--- config.mk ---
export PLATFORM = sky130hd
export DESIGN_NAME = alu_cmd_ctrl
export DESIGN_NICKNAME = d
export VERILOG_FILES = /design/src/rtl/alu_cmd_ctrl.sv
export SDC_FILE = /design/constraint.sdc
export NUM_CORES = 1
export LEC_CHECK = 0
export CELL_PAD_IN_SITES_DETAIL_PLACEMENT = 1
export CELL_PAD_IN_SITES_GLOBAL_PLACEMENT = 1
export CORE_MARGIN = 8
export CORE_UTILIZATION = 33
export CTS_BUF_LIST = sky130_fd_sc_hd__clkbuf_16
export DETAILED_ROUTE_END_ITERATION = 8
export PLACE_DENSITY = 0.81
export SLEW_MARGIN = 20
export SYNTH_ARGS = -nofsm -noshare
export SYNTH_HDL_FRONTEND = slang
export SYNTH_SLANG_ARGS = --single-unit
export TNS_END_PERCENT = 5
--- constraint.sdc ---
create_clock -name CLK -period 2.43 [get_ports CLK]
set_input_delay 0.729 -clock CLK [delete_from_list [all_inputs] [get_ports CLK]]
set_output_delay 0.729 -clock CLK [all_outputs]
set_load 0.05 [all_outputs]
--- src/rtl/alu_cmd_ctrl.sv ---
// Issues one ALU command, captures the result, and streams it LSB byte first on a valid/ready TX port.
// Accept-to-first-byte is 3 cycles; TX_READY low freezes the current byte, and commands wait until IDLE.
module alu_cmd_ctrl #(
    parameter int OPER_WIDTH = 8,
    parameter int OUT_WIDTH  = 16,
    parameter int NUM_BYTES  = OUT_WIDTH / 8,
    parameter int TIMEOUT    = 15
) (
    input  logic                  CLK,
    input  logic                  RST,
    input  logic                  CMD_VALID,
    input  logic [OPER_WIDTH-1:0] CMD_A,
    input  logic [OPER_WIDTH-1:0] CMD_B,
    input  logic [3:0]            CMD_FUN,
    output logic                  CMD_READY,
    output logic [OPER_WIDTH-1:0] ALU_A,
    output logic [OPER_WIDTH-1:0] ALU_B,
    output logic [3:0]            ALU_FUN,
    output logic                  ALU_EN,
    input  logic [OUT_WIDTH-1:0]  ALU_OUT,
    input  logic                  OUT_VALID,
    output logic [7:0]            TX_P_DATA,
    output logic                  TX_D_VLD,
    input  logic                  TX_READY,
    output logic                  BUSY,
    output logic                  ERR_TIMEOUT
);

    localparam int               IDX_W    = (NUM_BYTES > 1) ? $clog2(NUM_BYTES) : 1;
    localparam logic [IDX_W-1:0] LAST_IDX = IDX_W'(NUM_BYTES - 1);
    localparam logic [7:0]       TO_LAST  = 8'(TIMEOUT - 1);

    typedef enum logic [1:0] {IDLE, ISSUE, WAIT, SEND} state_t;

    state_t                 state;
    state_t                 state_nxt;
    logic [OUT_WIDTH-1:0]   result_q;
    logic [IDX_W-1:0]       byte_idx;
    logic [IDX_W-1:0]       idx_nxt;
    logic [7:0]             to_cnt;
    logic [7:0]             nxt_byte;
    logic                   tx_fire;
    logic                   last_byte;
    logic                   timed_out;

    assign idx_nxt   = byte_idx + IDX_W'(1);
    assign nxt_byte  = 8'(result_q >> (8 * idx_nxt));
    assign tx_fire   = TX_D_VLD & TX_READY;
    assign last_byte = (byte_idx == LAST_IDX);
    assign timed_out = (to_cnt == TO_LAST);

    always_ff @(posedge CLK) begin
        if (RST) begin
            state <= IDLE;
        end else begin
            state <= state_nxt;
        end
    end

    always_comb begin
        state_nxt = state;
        case (state)
            IDLE:  if (CMD_VALID) state_nxt = ISSUE;
            ISSUE: state_nxt = WAIT;
            WAIT: begin
                if (OUT_VALID) begin
                    state_nxt = SEND;
                end else if (timed_out) begin
                    state_nxt = IDLE;
                end
            end
            SEND:  if (tx_fire && last_byte) state_nxt = IDLE;
            default: state_nxt = IDLE;
        endcase
    end

    assign CMD_READY = (state == IDLE);
    assign BUSY      = (state != IDLE);

    // Registered outputs and datapath; everything not written in a branch holds its value.
    always_ff @(posedge CLK) begin
        if (RST) begin
            ALU_A       <= '0;
            ALU_B       <= '0;
            ALU_FUN     <= '0;
            ALU_EN      <= 1'b0;
            TX_P_DATA   <= '0;
            TX_D_VLD    <= 1'b0;
            ERR_TIMEOUT <= 1'b0;
            result_q    <= '0;
            byte_idx    <= '0;
            to_cnt      <= '0;
        end else begin
            ALU_EN      <= 1'b0;
            ERR_TIMEOUT <= 1'b0;
            case (state)
                IDLE: begin
                    if (CMD_VALID) begin
                        ALU_A   <= CMD_A;
                        ALU_B   <= CMD_B;
                        ALU_FUN <= CMD_FUN;
                        ALU_EN  <= 1'b1;
                    end
                end
                ISSUE: begin
                    to_cnt <= '0;
                end
                WAIT: begin
                    if (OUT_VALID) begin
                        result_q  <= ALU_OUT;
                        byte_idx  <= '0;
                        TX_P_DATA <= ALU_OUT[7:0];
                        TX_D_VLD  <= 1'b1;
                    end else if (timed_out) begin
                        ERR_TIMEOUT <= 1'b1;
                    end else if (to_cnt != 8'hFF) begin
                        to_cnt <= to_cnt + 8'd1;
                    end
                end
                SEND: begin
                    if (tx_fire) begin
                        if (last_byte) begin
                            TX_D_VLD <= 1'b0;
                        end else begin
                            byte_idx  <= idx_nxt;
                            TX_P_DATA <= nxt_byte;
                        end
                    end
                end
                default: ;
            endcase
        end
    end

endmodule

==> key figures <==
Clock network
  – Setup fix buffers added after clock tree synthesis: 0
  – CTS Hold Buffers Added: 0
  – Root Driver: sky130_fd_sc_hd__clkbuf_16
  – CTS tree: yes
  – Total number of H-tree levels: 2
  – TritonCTS Buffers: 5
  – Sinks on the clock net: 54
  – Deepest clock path buffer count: 2
  – CTS resizes: 0
  – CTS clock-pin slew for the worst setup and hold paths: roughly 0.070 ns
  – Clock latency on the worst-skew pair: roughly 0.29 ns

Detailed routing
  – Average via count per standard cell: ~5
  – Antenna Violating Nets Remaining: 0
  – Final wirelength: about 7000 um
  – Total DRC errors in the routed layout: 0
  – Detail-routed net length per standard cell: approximately 15 um
  – Violation count after the first detailed-route iteration: 78
  – Count of vias placed by the detailed router: between 2000 and 2500
  – Total iterations of the first detailed-routing run: 4

Setup path
  – Nature of the critical path endpoint: output port
  – Ordered cell list for the critical path: clkdlybuf4s50_1
  – Setup crit start: TX_D_VLD$_SDFFE_PP0P_
  – Req. time, crit path: 1.70 ns
  – Critical path class: reg2out
  – Peak per-stage delay on the critical path: 0.85 ns
  – Top delay family on crit path: buffers and inverters
  – Critical path data arrival time: 1.56 ns
  – Total buffers and inverters traversed by the critical path: 1
  – CP Max Fanout: 6
  – Reg2Reg Launch Point: state[1]$_SDFFE_PP0P_
  – Slowest library cell on the worst path: sky130_fd_sc_hd__clkdlybuf4s50_1
  – Startpoint type of the worst setup path: register

Global route
  – Number of antenna violations at the first check in global routing: 0
  – Remaining global-route overflow: 0
  – GRT Util Overall: between 10% and 20%
  – Maximum number of pins on one net before global-route repair: 39
  – Number of global-route vias before repair: 2401
  – First-pass GRT wire length: approximately 12000 um

Logic synthesis
  – Mapped cell area: ~0.0023 sq mm
  – Count of warnings emitted by yosys: 0
  – Syn Area/Cell: just over 8 sq um
  – Portion of the post-synthesis area used by sequential elements: a little under half
  – Number of instances in the synthesized netlist: 290
  – Number of register bits inferred by synthesis: 54
  – Count of distinct cell types in the synthesized netlist: 40
  – Post-Syn Nets: about 330

Placement
  – Placed Instances: approximately 450
  – Hpwl dp: between 5000 and 6000 um
  – Weighted congestion reported at the end of routability-driven placement: 0.790
  – Standard cell area after detailed placement: 0.00318 sq mm
  – Port Buffer Count: 73

Layout
  – Final-stage net count: about 410
  – Final non-filler cell total: roughly 460
  – Final instance area: approximately 0.0033 sq mm
  – Footprint of the multi-input gates: approximately 0.0011 sq mm
  – Register area: 0.00108 sq mm
  – Total inserted antenna cells: 0
  – Top library cells by usage in the layout, fill and taps aside: sky130_fd_sc_hd__nand2_1 (76), sky130_fd_sc_hd__clkdlybuf4s50_1 (70), sky130_fd_sc_hd__dfxtp_1 (54)
  – Number of filler cells placed in the layout: ~840
  – Fraction of layout cells with a size suffix above 1: between 7 and 8%
  – Most common cell after layout, fill and taps aside: sky130_fd_sc_hd__nand2_1
  – Signed area change from the synthesized netlist to the final layout: 42.7%

Floorplan
  – Placement row count: 30
  – Effective utilization at floorplan: 34.1%
  – Core Region: 0.00683 sq mm
  – Die Footprint: roughly 0.01 sq mm
  – Y dimension of the die: 100 um
  – Ports placed on the boundary: 74
  – Width of the die: roughly 100 um

STA
  – Setup repair after global routing missed its margin: false
  – Relative slew margins: a little over half
  – Min Clock Period, post-route: 2.29 ns
  – Setup violation total in the final timing report: 0
  – Maximum clock rate: about 0.44 GHz
  – Slew Viols, Final: 0
  – Largest clock skew in the final design: approximately 0.0023 ns
  – Slew at the pin closest to its max-slew limit: around 0.7 ns
  – Setup TNS: 0 ns
  – Hold Violations, Final: 0
  – Final worst-path cycle share: between 90% and 100%

Worst hold path
  – Worst hold path type: reg2reg
  – Hold_sp: ALU_FUN[1]$_SDFFE_PP0P_

Power
  – Switching Power: 753 uW
  – Leakage: approximately 1.1 nW
  – Sequential group share of total power: 42.5%
  – Clk pwr share: a little under a third
  – Int Pwr: 1.58 mW
  – Power per standard cell area: 700 mW/mm^2
  – Share of total power consumed by net switching: between 30 and 40%
  – Combinational share of power: between 20 and 30%
  – Power after layout: 2.33 mW
  – Maximum resistive drop on vdd: between 0.3 and 0.4 mV

Run status
  – Outcome: complete, no violations

Run
  – Max Cap Violations: 0
final cells by class:
type / count / area share, %
Tap cell: 96 / 3.61
Sequential cell: 54 / 32.5
Inverter: 4 / 0.451
Timing Repair Buffer: 86 / 25.0
Clock inverter: 3 / 0.527
Clock buffer: 5 / 3.76
Multi-Input combinational cell: 211 / 34.2
final timing paths:
check                             to  slack, ns  cells past startpoint
min reg2reg  ALU_FUN[1]$_SDFFE_PP0P_       0.45                      2
min          ALU_FUN[1]$_SDFFE_PP0P_       0.45                      2
max                         TX_D_VLD       0.14                      1
max reg2reg   to_cnt[7]$_SDFFE_PP0P_       0.50                      4
kinds of logic after synthesis:
kind of cell,synth area share [%]
AND/OR/NAND/NOR,24.5
AO/OA/AOI/OAI,21.5
flip-flops,46.4
buffers and inverters,4.88
multiplexers,1.72
adder cells (fa/ha/maj),1.07
Yosys cell counts:
cell type | count | area share (%)
sky130_fd_sc_hd__a31o_4 | 1 | 0.75
sky130_fd_sc_hd__o21ai_0 | 2 | 0.43
sky130_fd_sc_hd__a211o_1 | 1 | 0.38
sky130_fd_sc_hd__and2_1 | 5 | 1.3
sky130_fd_sc_hd__a31o_2 | 1 | 0.38
sky130_fd_sc_hd__buf_6 | 2 | 0.97
sky130_fd_sc_hd__nor3_1 | 3 | 0.64
sky130_fd_sc_hd__nor3b_1 | 5 | 1.6
sky130_fd_sc_hd__and2b_4 | 1 | 0.43
sky130_fd_sc_hd__a211oi_1 | 5 | 1.6
sky130_fd_sc_hd__buf_2 | 1 | 0.21
sky130_fd_sc_hd__o211ai_1 | 6 | 1.9
sky130_fd_sc_hd__nor4_2 | 1 | 0.54
sky130_fd_sc_hd__nand2b_1 | 5 | 1.3
sky130_fd_sc_hd__o311ai_0 | 1 | 0.38
sky130_fd_sc_hd__ha_1 | 2 | 1.1
sky130_fd_sc_hd__nor2_1 | 9 | 1.4
sky130_fd_sc_hd__a311oi_1 | 4 | 1.5
sky130_fd_sc_hd__nand4b_1 | 2 | 0.75
sky130_fd_sc_hd__a21oi_1 | 51 | 11
sky130_fd_sc_hd__o21ai_1 | 2 | 0.43
sky130_fd_sc_hd__nand2_1 | 76 | 12
sky130_fd_sc_hd__inv_1 | 4 | 0.64
sky130_fd_sc_hd__dfxtp_1 | 54 | 46
sky130_fd_sc_hd__or3_1 | 2 | 0.54
sky130_fd_sc_hd__nand3_1 | 6 | 1.3
sky130_fd_sc_hd__or3b_4 | 1 | 0.48
sky130_fd_sc_hd__o31ai_1 | 1 | 0.32
sky130_fd_sc_hd__mux2i_1 | 4 | 1.7
sky130_fd_sc_hd__a21o_1 | 1 | 0.32
sky130_fd_sc_hd__or4_1 | 2 | 0.64
sky130_fd_sc_hd__a31oi_1 | 4 | 1.1
sky130_fd_sc_hd__and3_1 | 1 | 0.27
sky130_fd_sc_hd__clkbuf_1 | 17 | 2.7
sky130_fd_sc_hd__o21a_1 | 1 | 0.32
sky130_fd_sc_hd__nand4_1 | 2 | 0.54
sky130_fd_sc_hd__a32oi_1 | 1 | 0.38
sky130_fd_sc_hd__buf_4 | 1 | 0.32
sky130_fd_sc_hd__and4_1 | 1 | 0.38
sky130_fd_sc_hd__o221ai_1 | 1 | 0.38
power groups by stage:
| stage | combinational [mW] | sequential (mW) | clock, mW |
|---|---|---|---|
| 5_1_grt | 0.687 | 0.996 | 0.760 |
| 3_5_place_dp | 0.644 | 1.01 | 0 |
| 2_1_floorplan | 0.250 | 1.14 | 0 |
| 3_3_place_gp | 0.633 | 1.01 | 0 |
| 4_1_cts | 0.646 | 0.989 | 0.725 |
| 6_report | 0.637 | 0.988 | 0.702 |
registers in the layout, indices dropped and copies added (netlist names):
register     count
ALU_A            8
ALU_B            8
ALU_EN           1
ALU_FUN          4
ERR_TIMEOUT      1
TX_D_VLD         1
TX_P_DATA        8
byte_idx         1
result_q        12
state            2
to_cnt           8
layer usage:
| metal | routed length [um] | global-route usage (%) | vias to the layer above |
|---|---|---|---|
| met5 | 0 | 0 | - |
| met4 | 80 | 3.49 | 0 |
| met3 | 236 | 3.25 | 6 |
| met2 | 3570 | 25.7 | 42 |
| met1 | 3130 | 16.1 | 1102 |
| li1 | - | - | 1148 |
per-stage QoR:
step                setup WS (ns)  utilization (%)  hold WS, ns
finish                      0.141             48.7        0.452
global route               0.0962             48.7        0.474
CTS                         0.127             48.7        0.455
detailed placement        -0.0724             46.6        0.444
global placement          -0.0455             46.6        0.440
floorplan                  0.0680                -        0.432
(Power assumes the default switching activity.)
==> edit 1: new RTL, config.mk and constraints unchanged <==
Reset style: asynchronous (`RST`), changed in 2 clocked blocks.
--- a/src/rtl/alu_cmd_ctrl.sv
+++ b/src/rtl/alu_cmd_ctrl.sv
@@ -51,3 +51,3 @@
 
-    always_ff @(posedge CLK) begin
+    always_ff @(posedge CLK or posedge RST) begin
         if (RST) begin
@@ -80,3 +80,3 @@
     // Registered outputs and datapath; everything not written in a branch holds its value.
-    always_ff @(posedge CLK) begin
+    always_ff @(posedge CLK or posedge RST) begin
         if (RST) begin
Function: differs if RST is asserted again (counterexample within 4 cycles, from zero or initial values and one cycle with RST high); with RST held inactive, the same outputs for 10 cycles.
==> edit 1 against the original RTL <==
Synthesized cell count is 26% lower; final area is 12% higher; synthesized area is 11% higher; non-clock buffer count is 6 lower; final cell count is 13% lower; setup slack better by 0.032 ns; wire length is 5.3% lower; register-to-register slack better by 0.16 ns; via count is 16% lower; sequential cell count is 4 higher; die area is 9.5% higher; critical endpoint unchanged.
Power is not compared: it rests on default switching activity, and its combinational part moved more than twofold at a synthesized area within 25%.
==> edit 1: results (changes against the original RTL) <==
- Metal2 WL: 3384 um (-5.1%)
- Clock transition at path regs: 0.05 ns (-0.02 ns)
- Crit path DAT: 1.53 ns (-0.03 ns)
- Clock Latency Late Sink: 0.33 ns (+0.04 ns)
- H-tree Lvls: 3 (+1)
- Dominant synthesized flop cell: dfrtp_1
- Met3 wire len: 501 um (+110%)
- Number of flip-flops in the largest register: 16 (+4)
- Peak supply drop: 613.4 uV
- YS warnings: 0 (unchanged)
- Uppermost layer routed: met4
- Slowest-stage cell, CP: clkdlybuf4s50_1
- Clock Skew: 0.005765 ns (+0.003448 ns)
- Met2 Resource Use GR: 22.04% (-3.7 points)
- Final hold slack: 0.4802 ns (+0.02805 ns)
- Wl on met1: 2566 um (-18%)
- Largest cells by area after synthesis: dfrtp_1 (56%), mux2_2 (16%), mux2i_1 (3.9%)
- Post-synthesis xor/xnor area fraction: 0.6744% (+0.67 points)
- Netlist cell types: 40 (unchanged)
- Largest reg by FF count: result_q
- GPL Wtd Cong: 0.7427 (-6.0%)
- Met3 global-route usage: 5.528% (+2.3 points)
- Vias per std cell: 4.850 (-3.1%)
- First-pass GRT wire length: 11290 um (-2.6%)
- CTS buffer count: 9 (+4)
- Seq/Total Area, Yosys: 55.88% (+9.5 points)
- Inst Count DP: 384 (-15%)
- Area fraction in compound gates after synthesis: 9.008% (-13 points)
- Asr flop ratio synth: 100.0% (+100 points)
- Final std cells w/o fill: 400 (-13%)
- Synth cell count leaders: dfrtp_1 (58), mux2_2 (36), nand2_1 (18)
- Ant. Diodes: 0 (unchanged)
- Slew margin rel.: 59.59% (+7.5 points)
- Vias in the first global route: 2235 (-6.9%)
- Total global-route track usage: 12.96% (-1.2 points)
- Syn Nets: 257 (-23%)
- Nets@finish: 336 (-17%)
- Post-synthesis mux area share: 19.46% (+18 points)
- Outcome: complete, no violations
- Crit Path Max Fanout: 4 (-2)
- Post_cts resized: 0 (unchanged)
- Crit-path max cell delay: 0.82 ns (-0.03 ns)
- Grt met1 use: 13.13% (-3.0 points)
- Share of cells above drive strength 1: 21.81% (+14 points)
- Adder-cell area share of the yosys netlist: 0.9634% (-0.11 points)
- Reg2Reg Setup Slack: 0.66 ns (+0.16 ns)
- Mean post-synth cell area: 12.14 um^2 (+51%)
- 1st-iter DRT viols: 23 (-71%)
- Largest net degree at the start of global routing: 36 (-7.7%)
- Detailed placement HPWL: 4666 um (-9.5%)
- WL final: 6635 um (-5.3%)
## edit 1: cell families after synthesis
| group | count (synthesis) |
|---|---|
| adder cells (fa/ha/maj) | 2 |
| buffers and inverters | 19 |
| multiplexers | 46 |
| AO/OA/AOI/OAI | 37 |
| AND/OR/NAND/NOR | 50 |
| XOR/XNOR | 2 |
| flip-flops | 58 |
## edit 1: final cells by class
class / count / area (um^2)
inverter: 7 / 26.28
timing repair buffer: 80 / 803.3
tap: 102 / 127.6
clock buffer: 9 / 225.2
fill: 843 / 3953
clock inverter: 7 / 68.82
sequential: 58 / 1451
multi-input combinational: 137 / 1032
## edit 1: power by group
part	total (uW)	internal [uW]	leakage [uW]	switching (uW)
logic	2590	1040	0.000713	1550
clock network	1240	788	0.000133	453
registers	1710	1400	0.000709	312
## edit 1: path summary, 6_finish.rpt
kind                       cells past startpoint                        to                     start
setup / recovery                               1                  TX_D_VLD      TX_D_VLD$_DFFE_PP0P_
hold / removal                                 2  TX_P_DATA[5]$_DFFE_PP0P_  TX_P_DATA[5]$_DFFE_PP0P_
setup reg to reg                               5     to_cnt[5]$_DFFE_PP0P_     to_cnt[0]$_DFFE_PP0P_
hold reg to reg                                2  TX_P_DATA[5]$_DFFE_PP0P_  TX_P_DATA[5]$_DFFE_PP0P_
max in group asynchronous                      3      TX_D_VLD$_DFFE_PP0P_                       RST
min in group asynchronous                      3      ALU_A[1]$_DFFE_PP0P_                       RST
## edit 1: per-stage QoR
stage	setup WS [ns]	util (%)	instance area, um^2
3_5_place_dp	0.1437	44.76	3441
5_1_grt	0.1170	48.58	3735
2_1_floorplan	0.03136	-	2597
4_1_cts	0.1459	48.58	3735
6_report	0.1732	48.58	3735
3_3_place_gp	0.1998	44.76	3441
==> edit 2: new RTL, same flow settings <==
Made on the original files. The parameter `OUT_WIDTH` goes from 16 to 8.
--- a/src/rtl/alu_cmd_ctrl.sv
+++ b/src/rtl/alu_cmd_ctrl.sv
@@ -4,3 +4,3 @@
     parameter int OPER_WIDTH = 8,
-    parameter int OUT_WIDTH  = 16,
+    parameter int OUT_WIDTH  = 8,
     parameter int NUM_BYTES  = OUT_WIDTH / 8,
Interface: changed (resized ALU_OUT); port bits go from 74 to 66. No check against the original RTL was run, so the function may have changed too.
==> edit 2 against the original RTL <==
Wire length decreased by 15%; sequential share of layout area shrank 2.0 points; setup slack gained 0.059 ns; synthesized area fell by 25%; sequential cell count down 13; highest routed layer unchanged; final area is 19% lower; power fell by 14%; largest cell class unchanged; utilization increased by 4.0 points.
==> edit 2: results (changes against the original RTL) <==
- Outcome: complete, no violations
- Slew @ Worst Pin: 0.5474 ns (-0.1706 ns)
- Crit Path Max Fanout: 4 (-2)
- Largest net degree at the start of global routing: 42 (+7.7%)
- Met2 Resource Use GR: 26.62% (+0.91 points)
- Register Area: 820.8 um^2 (-24%)
- Final hold slack: 0.4534 ns (+0.001226 ns)
- Post-Syn Area: 0.001754 mm^2 (-25%)
- Fillers: 618 (-27%)
- Met3 wire len: 395 um (+67%)
- Startpoint of the worst hold path: TX_P_DATA[4]$_SDFFE_PP0P_
- Netlist cell types: 34 (-15%)
- Grt met1 use: 16.03% (-0.086 points)
- GPL Wtd Cong: 0.8015 (+1.5%)
- Adder-cell area share of the yosys netlist: 1.427% (+0.35 points)
- Setup WS pre-CTS: 0.1726 ns (+0.2450 ns)
- Reg2Reg Depth: 5 (+1)
- Clock-cell share: 6.186% (+1.9 points)
- Seq/Total Area, Yosys: 46.79% (+0.44 points)
- Signal buffers share of area: 27.91% (+2.9 points)
- Leak pwr: 0.0009309 uW (-18%)
- Total global-route track usage: 15.08% (+0.95 points)
- 1st-iter DRT viols: 95 (+22%)
- Synth cell count leaders: nand2_1 (52), dfxtp_1 (41), a21oi_1 (34)
- Detailed placement HPWL: 4313 um (-16%)
- Clock Skew: 0.002744 ns (+0.0004267 ns)
- WL per Instance: 16.71 um (+9.4%)
==> edit 2: how the worst max path moves through the flow <==
stage	startpoint	to	slack, ns	cells past startpoint
2_1_floorplan	state[1]$_SDFFE_PP0P_	BUSY	0.15	2
3_3_place_gp	OUT_VALID	to_cnt[5]$_SDFFE_PP0P_	0.20	5
3_5_place_dp	OUT_VALID	to_cnt[2]$_SDFFE_PP0P_	0.17	5
4_1_cts	TX_D_VLD$_SDFFE_PP0P_	TX_D_VLD	0.20	1
5_1_grt	TX_D_VLD$_SDFFE_PP0P_	TX_D_VLD	0.16	1
6_report	TX_D_VLD$_SDFFE_PP0P_	TX_D_VLD	0.20	1
==> edit 2: power groups by stage <==
stage | Combinational [uW] | Clock, uW | Sequential (uW)
2_1_floorplan | 164 | 0 | 885
3_3_place_gp | 498 | 0 | 761
5_1_grt | 536 | 789 | 757
3_5_place_dp | 504 | 0 | 765
4_1_cts | 509 | 764 | 751
6_report | 503 | 745 | 750
